### config.mk
export PLATFORM = sky130hd
export DESIGN_NAME = vend_dispenser_flat
export DESIGN_NICKNAME = d
export VERILOG_FILES = /design/src/rtl/vend_dispenser_if.sv /design/src/rtl/vend_dispenser.sv /design/src/flat_wrapper.sv
export SDC_FILE = /design/constraint.sdc
export NUM_CORES = 1
export LEC_CHECK = 0
export ABC_AREA = 0
export BUFFER_PORTS_ARGS = -buffer_cell sky130_fd_sc_hd__buf_4
export CORE_UTILIZATION = 30
export DETAILED_ROUTE_END_ITERATION = 6
export GPL_TIMING_DRIVEN = 0
export PLACE_DENSITY = 0.43
export REMOVE_ABC_BUFFERS = 1
export SLEW_MARGIN = 20
export SYNTH_ARGS = -nofsm -noshare
export SYNTH_HDL_FRONTEND = slang
export SYNTH_SLANG_ARGS = --single-unit
### constraint.sdc
create_clock -name clk -period 6.61 [get_ports clk]
set_input_delay 0.661 -clock clk [delete_from_list [all_inputs] [get_ports clk]]
set_output_delay 0.661 -clock clk [all_outputs]
set_load 0.1 [all_outputs]
### src/rtl/vend_dispenser_if.sv
// Dispense handshake bundle between the vending FSM (master) and the
// dispenser (slave). The drop sensor and refill pulse travel with it so the
// dispenser sees its whole environment through one port.
interface vend_dispenser_if #(
    parameter int N_SLOTS = 8
);
    logic               req;
    logic [2:0]         prod;
    logic               drop_sns;
    logic               refill;
    logic [N_SLOTS-1:0] motor;
    logic               busy;
    logic               ack;
    logic               nack;
    logic               fault;
    logic [N_SLOTS-1:0] empty;

    modport master (
        output req, prod, drop_sns, refill,
        input  motor, busy, ack, nack, fault, empty
    );

    modport slave (
        input  req, prod, drop_sns, refill,
        output motor, busy, ack, nack, fault, empty
    );
endinterface

### src/rtl/vend_dispenser.sv
// Dispense-side responder: runs one slot motor for a fixed time, confirms the
// drop on the sensor, tracks per-slot stock and answers ack / nack / fault
// over a four-phase level handshake. Every output is a flop loaded from the
// next-state decode, so outputs follow registered state with no input path.
module vend_dispenser #(
    parameter int N_SLOTS      = 8,
    parameter int RUN_CYCLES   = 16,
    parameter int DROP_TIMEOUT = 64,
    parameter int STOCK_W      = 4,
    parameter int STOCK_INIT   = 5
) (
    input  logic             clk,
    input  logic             rst,
    vend_dispenser_if.slave  bus
);

    localparam int CNT_MAX = (RUN_CYCLES > DROP_TIMEOUT) ? RUN_CYCLES : DROP_TIMEOUT;
    localparam int CNT_W   = $clog2(CNT_MAX + 1);

    localparam logic [CNT_W-1:0]   RUN_LAST   = CNT_W'(RUN_CYCLES - 1);
    localparam logic [CNT_W-1:0]   DROP_LAST  = CNT_W'(DROP_TIMEOUT - 1);
    localparam logic [CNT_W-1:0]   CNT_ZERO   = {CNT_W{1'b0}};
    localparam logic [CNT_W-1:0]   CNT_ONE    = CNT_W'(1);
    localparam logic [STOCK_W-1:0] STOCK_LOAD = STOCK_W'(STOCK_INIT);
    localparam logic [STOCK_W-1:0] STOCK_ZERO = {STOCK_W{1'b0}};
    localparam logic [STOCK_W-1:0] STOCK_ONE  = STOCK_W'(1);

    localparam logic [2:0] S_IDLE     = 3'd0;
    localparam logic [2:0] S_RUN      = 3'd1;
    localparam logic [2:0] S_DROP     = 3'd2;
    localparam logic [2:0] S_DONE     = 3'd3;
    localparam logic [2:0] S_NACK     = 3'd4;
    localparam logic [2:0] S_WAIT_REL = 3'd5;
    localparam logic [2:0] S_FAULT    = 3'd6;

    // Architectural state
    logic [2:0]         state_r;
    logic [2:0]         slot_r;
    logic [CNT_W-1:0]   cnt_r;
    logic               drop_seen_r;
    logic [STOCK_W-1:0] stock [N_SLOTS];

    // Registered outputs
    logic [N_SLOTS-1:0] motor_r;
    logic               busy_r;
    logic               ack_r;
    logic               nack_r;
    logic               fault_r;
    logic [N_SLOTS-1:0] empty_r;

    // Next-state values
    logic [2:0]         state_nxt_s;
    logic [2:0]         slot_nxt_s;
    logic [CNT_W-1:0]   cnt_nxt_s;
    logic               drop_seen_nxt_s;
    logic [STOCK_W-1:0] stock_nxt_s [N_SLOTS];
    logic               prod_valid_s;
    logic               prod_stocked_s;
    logic [N_SLOTS-1:0] motor_nxt_s;
    logic [N_SLOTS-1:0] empty_nxt_s;

    // Look up the requested code: in range, and does its slot still hold stock
    always_comb begin
        prod_valid_s   = 1'b0;
        prod_stocked_s = 1'b0;
        for (int i = 0; i < N_SLOTS; i++) begin
            prod_valid_s   = prod_valid_s | (bus.prod == 3'(i));
            prod_stocked_s = prod_stocked_s | ((bus.prod == 3'(i)) && (stock[i] != STOCK_ZERO));
        end
    end

    // Dispense sequencing and stock bookkeeping
    always_comb begin
        state_nxt_s     = state_r;
        slot_nxt_s      = slot_r;
        cnt_nxt_s       = cnt_r;
        drop_seen_nxt_s = drop_seen_r;
        for (int i = 0; i < N_SLOTS; i++) begin
            stock_nxt_s[i] = stock[i];
        end

        case (state_r)
            S_IDLE: begin
                // Refill wins over a simultaneous request; the request is
                // still high next cycle and is honoured then.
                if (bus.refill) begin
                    for (int i = 0; i < N_SLOTS; i++) begin
                        stock_nxt_s[i] = STOCK_LOAD;
                    end
                end else if (bus.req) begin
                    slot_nxt_s = bus.prod;
                    if (prod_valid_s && prod_stocked_s) begin
                        state_nxt_s     = S_RUN;
                        cnt_nxt_s       = CNT_ZERO;
                        drop_seen_nxt_s = 1'b0;
                    end else begin
                        state_nxt_s = S_NACK;
                    end
                end else begin
                    state_nxt_s = S_IDLE;
                end
            end

            S_RUN: begin
                // A fast product can hit the sensor while the motor still turns
                drop_seen_nxt_s = drop_seen_r | bus.drop_sns;
                if (cnt_r == RUN_LAST) begin
                    state_nxt_s = S_DROP;
                    cnt_nxt_s   = CNT_ZERO;
                end else begin
                    cnt_nxt_s = cnt_r + CNT_ONE;
                end
            end

            S_DROP: begin
                if (drop_seen_r || bus.drop_sns) begin
                    state_nxt_s = S_DONE;
                end else if (cnt_r == DROP_LAST) begin
                    state_nxt_s = S_FAULT;
                end else begin
                    cnt_nxt_s = cnt_r + CNT_ONE;
                end
            end

            S_DONE: begin
                // Saturating decrement of the vended slot
                for (int i = 0; i < N_SLOTS; i++) begin
                    stock_nxt_s[i] = ((slot_r == 3'(i)) && (stock[i] != STOCK_ZERO)) ?
                                     (stock[i] - STOCK_ONE) : stock[i];
                end
                state_nxt_s = S_WAIT_REL;
            end

            S_NACK: begin
                state_nxt_s = S_WAIT_REL;
            end

            S_WAIT_REL: begin
                // Requester must drop req before another vend can start
                if (!bus.req) begin
                    state_nxt_s = S_IDLE;
                end else begin
                    state_nxt_s = S_WAIT_REL;
                end
            end

            S_FAULT: begin
                if (bus.refill) begin
                    for (int i = 0; i < N_SLOTS; i++) begin
                        stock_nxt_s[i] = STOCK_LOAD;
                    end
                    state_nxt_s = S_IDLE;
                end else begin
                    state_nxt_s = S_FAULT;
                end
            end

            default: begin
                state_nxt_s = S_IDLE;
            end
        endcase
    end

    // Output decode of the next state, loaded into the output flops
    always_comb begin
        for (int i = 0; i < N_SLOTS; i++) begin
            motor_nxt_s[i] = (state_nxt_s == S_RUN) && (slot_nxt_s == 3'(i));
            empty_nxt_s[i] = (stock_nxt_s[i] == STOCK_ZERO);
        end
    end

    // State, stock and output registers with synchronous reset
    always_ff @(posedge clk) begin
        if (rst) begin
            state_r     <= S_IDLE;
            slot_r      <= 3'd0;
            cnt_r       <= CNT_ZERO;
            drop_seen_r <= 1'b0;
            for (int i = 0; i < N_SLOTS; i++) begin
                stock[i] <= STOCK_LOAD;
            end
            motor_r <= {N_SLOTS{1'b0}};
            busy_r  <= 1'b0;
            ack_r   <= 1'b0;
            nack_r  <= 1'b0;
            fault_r <= 1'b0;
            empty_r <= {N_SLOTS{(STOCK_LOAD == STOCK_ZERO)}};
        end else begin
            state_r     <= state_nxt_s;
            slot_r      <= slot_nxt_s;
            cnt_r       <= cnt_nxt_s;
            drop_seen_r <= drop_seen_nxt_s;
            for (int i = 0; i < N_SLOTS; i++) begin
                stock[i] <= stock_nxt_s[i];
            end
            motor_r <= motor_nxt_s;
            busy_r  <= (state_nxt_s != S_IDLE);
            ack_r   <= (state_nxt_s == S_DONE);
            nack_r  <= (state_nxt_s == S_NACK);
            fault_r <= (state_nxt_s == S_FAULT);
            empty_r <= empty_nxt_s;
        end
    end

    assign bus.motor = motor_r;
    assign bus.busy  = busy_r;
    assign bus.ack   = ack_r;
    assign bus.nack  = nack_r;
    assign bus.fault = fault_r;
    assign bus.empty = empty_r;

endmodule

### src/flat_wrapper.sv
// flat-port wrapper written by rule: the top's interface ports become plain ports
module vend_dispenser_flat 
#(
    parameter int N_SLOTS      = 8,
    parameter int RUN_CYCLES   = 16,
    parameter int DROP_TIMEOUT = 64,
    parameter int STOCK_W      = 4,
    parameter int STOCK_INIT   = 5
)
  (clk, rst, bus_req, bus_prod, bus_drop_sns, bus_refill, bus_motor, bus_busy, bus_ack, bus_nack, bus_fault, bus_empty);
  vend_dispenser_if #(.N_SLOTS(N_SLOTS)) bus_i ();
  input  logic clk;
  input  logic rst;
  input wire logic [$bits(bus_i.req)-1:0] bus_req;
  input wire logic [$bits(bus_i.prod)-1:0] bus_prod;
  input wire logic [$bits(bus_i.drop_sns)-1:0] bus_drop_sns;
  input wire logic [$bits(bus_i.refill)-1:0] bus_refill;
  output wire logic [$bits(bus_i.motor)-1:0] bus_motor;
  output wire logic [$bits(bus_i.busy)-1:0] bus_busy;
  output wire logic [$bits(bus_i.ack)-1:0] bus_ack;
  output wire logic [$bits(bus_i.nack)-1:0] bus_nack;
  output wire logic [$bits(bus_i.fault)-1:0] bus_fault;
  output wire logic [$bits(bus_i.empty)-1:0] bus_empty;
  assign bus_i.req = bus_req;
  assign bus_i.prod = bus_prod;
  assign bus_i.drop_sns = bus_drop_sns;
  assign bus_i.refill = bus_refill;
  assign bus_motor = bus_i.motor;
  assign bus_busy = bus_i.busy;
  assign bus_ack = bus_i.ack;
  assign bus_nack = bus_i.nack;
  assign bus_fault = bus_i.fault;
  assign bus_empty = bus_i.empty;
  vend_dispenser #(.N_SLOTS(N_SLOTS), .RUN_CYCLES(RUN_CYCLES), .DROP_TIMEOUT(DROP_TIMEOUT), .STOCK_W(STOCK_W), .STOCK_INIT(STOCK_INIT)) u_core (.clk(clk), .rst(rst), .bus(bus_i));
endmodule
==> Word-level counts from Yosys, hierarchy flattened <==
Memories as Yosys holds them, arrays and structs flattened.
Index checks and enable logic that the tools add are counted.
{ "totals": {"regBits": 34, "ramBits": 32, "input_bits": 8, "out_inout_bits": 20, "word_cells": 178, "n_memories": 1} }
{ "classes": {"addsub": 9, "eq_ne": 38, "n_mux": 44, "bitwise_logic": 23, "reduce_logical": 53} }
{ "mem_list": {"columns": ["name", "depth", "word_bits", "read_ports", "rd_ports_with_merged_regs", "wr", "line_no", "rtl"], "rows": [
  ["u_core.stock", 8, 4, 8, 0, 8, "vend_dispenser.sv:41", "logic [STOCK_W-1:0] stock [N_SLOTS];"]
]} }
{ "op_table": {"columns": ["operator", "n"], "rows": [
  ["2-to-1 mux 4 bit", 16],
  ["case mux 32 bit (2 select lines)", 1],
  ["== test 3 bit, second input constant", 17],
  ["2-to-1 mux 7 bit", 6],
  ["2-to-1 mux 3 bit", 11],
  ["logical NOT 4 bit", 8],
  ["2-to-1 mux 32 bit", 1],
  ["nonzero test 4 bit", 8],
  ["subtractor 4 x 1 -> 4 bit, second input constant", 8],
  ["== test 3 x 2 -> 1 bit, second input constant", 9],
  ["logical AND 1 bit", 25],
  ["bitwise OR 1 bit", 23],
  ["case mux 7 bit (3 select lines)", 1],
  ["case mux 3 bit (6 select lines)", 1],
  ["== test 3 x 1 -> 1 bit, second input constant", 5],
  ["logical NOT 3 bit", 4],
  ["!= test 2 bit, second input constant", 4],
  ["adder 7 x 1 -> 7 bit, second input constant", 1],
  ["== test 7 x 4 -> 1 bit, second input constant", 1],
  ["== test 7 x 6 -> 1 bit, second input constant", 1],
  ["2-to-1 mux 1 bit", 6],
  ["AND reduction 6 bit", 1],
  ["nonzero test 3 bit", 2],
  ["AND reduction 4 bit", 1],
  ["5 further kinds", 6]
]} }

==> Longest topological paths before layout <==
{ "logic_depth": {"word_depth": 16, "ltp_mapped": 9} }

==> Worst setup path after synthesis <==
Ideal clock, no wire load.
{ "synth_timing": {"path_kind": "reg2reg", "from": "memory u_core.stock[6][0] (netlist: u_core.stock[0][24])", "to": "register u_core.motor_r[1] (netlist: u_core.bus.motor[1])", "setup_time_ns": 0.096, "t_arrival_ns": 2.009, "required_ns": 6.514, "setup_slack_ns": 4.505, "stages_incl_launch_ff": 9, "path_cell_list": "dfxtp_1 inv_1 ha_1 nor3b_2 mux4_2 nand2b_4 a31oi_4 o2111ai_4 nor4b_1"} }
{ "synth_lines": {"columns": ["element", "line_no", "rtl"], "rows": [
  ["from (decl)", "vend_dispenser.sv:41", null],
  ["to (signal assigned)", "vend_dispenser.sv:182", "motor_r <= {N_SLOTS{1'b0}};"],
  ["to (signal assigned)", "vend_dispenser.sv:196", "motor_r <= motor_nxt_s;"],
  ["to (decl)", "vend_dispenser.sv:44", "logic [N_SLOTS-1:0] motor_r;"]
]} }

==> Worst setup path in the final report <==
{ "layout_timing": {"from": "register u_core.state_r[1]", "to": "register u_core.empty_r[3] (netlist: u_core.bus.empty[3])"} }
{ "layout_via": {"elab_chain_len": 4, "word_cells_on_any_way": 6, "classes_between": "eq/ne (2); mux (1); reduce/logical (3)"} }
{ "layout_rtl": {"columns": ["element", "line_no", "rtl"], "rows": [
  ["from (decl)", "vend_dispenser.sv:37", "logic [2:0] state_r;"],
  ["from (signal assigned)", "vend_dispenser.sv:189", "state_r <= state_nxt_s;"],
  ["== test 3 bit or logical NOT 3 bit (tied branches)", "vend_dispenser.sv:82", "case (state_r)"],
  ["OR reduction 2 bit (no source line)", null, null],
  ["case mux 32 bit (2 select lines) *", "vend_dispenser.sv:82", null],
  ["logical NOT 4 bit *", "vend_dispenser.sv:168", "empty_nxt_s[i] = (stock_nxt_s[i] == STOCK_ZERO);"],
  ["to (signal assigned)", "vend_dispenser.sv:187", "empty_r <= {N_SLOTS{(STOCK_LOAD == STOCK_ZERO)}};"],
  ["to (signal assigned)", "vend_dispenser.sv:201", "empty_r <= empty_nxt_s;"],
  ["to (decl)", "vend_dispenser.sv:49", "logic [N_SLOTS-1:0] empty_r;"]
]} }
Mark *: on every way between the ends. The rest lies on a longest branch, timed or not.
A chain may end at the register's enable or synchronous reset.

==> out/metrics.yaml <==
die:
  start_util_pct: 31.0
  die_w_um: 108
  row_count: 38
  coreArea_mm2: 0.0109
  die-area_mm2: 0.0117
  die_y_um: 108
  boundaryPins: 28
synthesis:
  syn_inst: 400
  syn-cell-area_mm2: 0.00339
  syn_area_per_cell_um2: 8.48
  yosysMostFrequentCell: "dfxtp_1"
  synth_warnings: 0
  synthTopCellsByArea: "dfxtp_1, nand2_1, nor2_1, a21oi_1, ha_1"
  synth_edf_count: 0
  synth.ff_latch_count: 66
  ys_async_sr_fraction_pct: 0
  yosysTopAreaCellShare_pct: 39.0
  ys_types: 71
  yosys.area.top_type: "dfxtp_1"
  ys_seq_area_share_pct: 39.0
  synth_ff_type: "dfxtp_1"
  synth_common_cells: "dfxtp_1, nand2_1, nor2_1, a21oi_1, inv_1"
setup_path:
  r2r_cells: 5
  crit_path_end_kind: "register"
  critPathMaxFanout: 26
  r2r_end: "u_core.bus.empty[3]"
  reg2reg_from: "u_core.state_r[1]"
  crit_required_ns: 6.83
  worstSetupStartpointType: "register"
  crit_type: "reg2reg"
  rrSetupSlack_ns: 3.88
  arrival_ns: 2.95
clock_network:
  cts_root_buf: "clkbuf_16"
  hold_buffers: 0
  clkTransAtPathRegs_ns: 0.05
  cts_htree_levels: 3
  cts.repair.resized: 0
  cts_setup_buffers: 0
  cts_buffer_depth: 2
  insertion_delay_ns: 0.33
  numClockSinks: 66
  numCtsBuffers: 9
  cts_tree: "built"
timing:
  skew_ns: 0.00773
  fin_crit_ns: 2.73
  period_share_pct: 41.3
  max_freq_mhz: 366
  report.final.slew_viol_count: 0
  finalSetupTns_ns: 0
  rsz0062_at_grt: "no"
  setup_viol_count_final: 0
  worstMarginPinSlew_ns: 0.947
  slew_headroom_pct: 36.6
  finalHoldViolations: 0
flow_run:
  drv_cap: 0
routing:
  drtIter0Drc: 139
  via_per_inst: 5.18
  drc_errors: 0
  vias: 2929
  drt-pass1-iter-count: 6
  wl_per_cell_um: 14.6
  ant_nets: 0
  wl_mm: 8.26
min_path:
  hold_end: "u_core.cnt_r[3]"
  min_from: "u_core.cnt_r[3]"
  min_path_cells: 2
  hold_path.class: "reg2reg"
power:
  p_int_uw: 711
  p_sw_uw: 230
  power_density_mw_per_mm2: 238
  p_total_uw: 940
  p_leak_uw: 0.00150
  ir_drop_mv: 0.124
  combPwrFrac_pct: 8.6
  power_frac_clock_pct: 48.0
  switching_share_pct: 24.4
  pwr-share-seq_pct: 43.4
finish:
  multi_input_area_mm2: 0.00189
  drive_gt1_share_pct: 16.0
  fill_cells: 1139
  area_growth_pct: 16.8
  regArea_mm2: 0.00132
  diodes: 0
  final_nets: 439
place:
  gp_congestion: 0.783
  hpwlAfterDp_mm: 5.72
  io_buffers: 27
grt:
  antenna_found_initial: 0
  grt_max_degree: 32
  grt_pass1_vias: 2824
  groute.usage.overall_pct: 15.7
  grt_first_pass_wirelength_mm: 14.0
  grt_overflow: 0
status:
  status: "finished, final reports clean"
==> layer usage <==
metal	global-route usage, %	vias up	share of wire (%)
met5	0	-	0
met4	5.69	0	1.3
met3	3.98	8	3.8
met2	24.9	53	46
met1	20.4	1373	49
li1	-	1495	-
==> logic make-up after synthesis <==
logic type,count (synthesis),synth area share [%]
AO/OA/AOI/OAI,92,19.0
adder cells (fa/ha/maj),9,3.32
buffers and inverters,41,5.24
AND/OR/NAND/NOR,178,29.3
multiplexers,5,1.88
flip-flops,66,39.0
XOR/XNOR,9,2.32
==> metrics by stage <==
| step | instances | hold WS [ns] | area, µm² | setup slack (ns) | utilization, % |
|---|---|---|---|---|---|
| after global routing | 565 | 0.539 | 3960 | 3.51 | 36.2 |
| after CTS | 565 | 0.511 | 3960 | 3.86 | 36.2 |
| after floorplan | 384 | 0.469 | 3310 | 4.51 | - |
| after detailed placement | 551 | 0.504 | 3680 | 3.87 | 33.7 |
| after global placement | 551 | 0.499 | 3680 | 3.94 | 33.7 |
| final | 565 | 0.509 | 3960 | 3.88 | 36.2 |
==> worst max path at each step <==
| stage | from | endpoint | cells past startpoint |
|---|---|---|---|
| after CTS | u_core.state_r[1] | u_core.bus.empty[3] | 5 |
| after global routing | u_core.state_r[1] | u_core.bus.empty[3] | 5 |
| after global placement | u_core.state_r[1] | u_core.bus.empty[3] | 5 |
| after floorplan | u_core.stock[0][24] | u_core.bus.motor[1] | 8 |
| after detailed placement | u_core.state_r[1] | u_core.bus.empty[3] | 5 |
| final | u_core.state_r[1] | u_core.bus.empty[3] | 5 |
==> cell usage in the layout, fill, tap and decap left out, types with 4 or more instances in the layout <==
master and n:
dfxtp_1 66, nand2_1 38, nor2_1 36, buf_4 27, a21oi_1 24, inv_1 22, o21ai_0 20, nor3_1 19
nand3_1 12, ha_1 9, clkbuf_16 9, xnor2_1 8, or2_2 8, and2_1 8, nor3b_1 7, nor4_1 7
and3_1 5, a311oi_1 5, a41oi_1 5, or3_1 5, a31oi_1 5, nor4b_1 5, o31ai_1 4, nor2b_1 4
==> sequential cells by signal, summed over array words and instances, names as in the netlist <==
register,flops
u_core.slot_r,3
u_core.cnt_r,7
u_core.bus.motor,8
u_core.bus.busy,1
u_core.state_r,3
u_core.drop_seen_r,1
u_core.bus.nack,1
u_core.bus.ack,1
u_core.bus.fault,1
u_core.bus.empty,8
u_core.stock,32
==> area by class of cell <==
| cell class | count | area share (%) |
|---|---|---|
| Clock buffer | 10 | 5.78 |
| Clock inverter | 4 | 1.14 |
| Inverter | 25 | 2.37 |
| Multi-Input combinational cell | 293 | 47.8 |
| Sequential cell | 66 | 33.4 |
| Tap cell | 140 | 4.42 |
| Timing Repair Buffer | 27 | 5.12 |
==> critical path: stages, from the launching register on <==
cell	delay (ns)
dfxtp_1	0.62
and3b_1	0.86
nor2_1	0.43
o21ai_0	0.26
o31ai_1	0.11
nor4b_1	0.34
==> power groups by stage <==
stage                     Clock [µW]  Sequential [µW]  Combinational [µW]
after floorplan                    0              428                41.9
after global placement             0              416                81.5
after detailed placement           0              416                81.5
after CTS                        468              408                81.8
after global routing             484              408                88.6
final                            452              408                80.7
(Power assumes the default switching activity.)
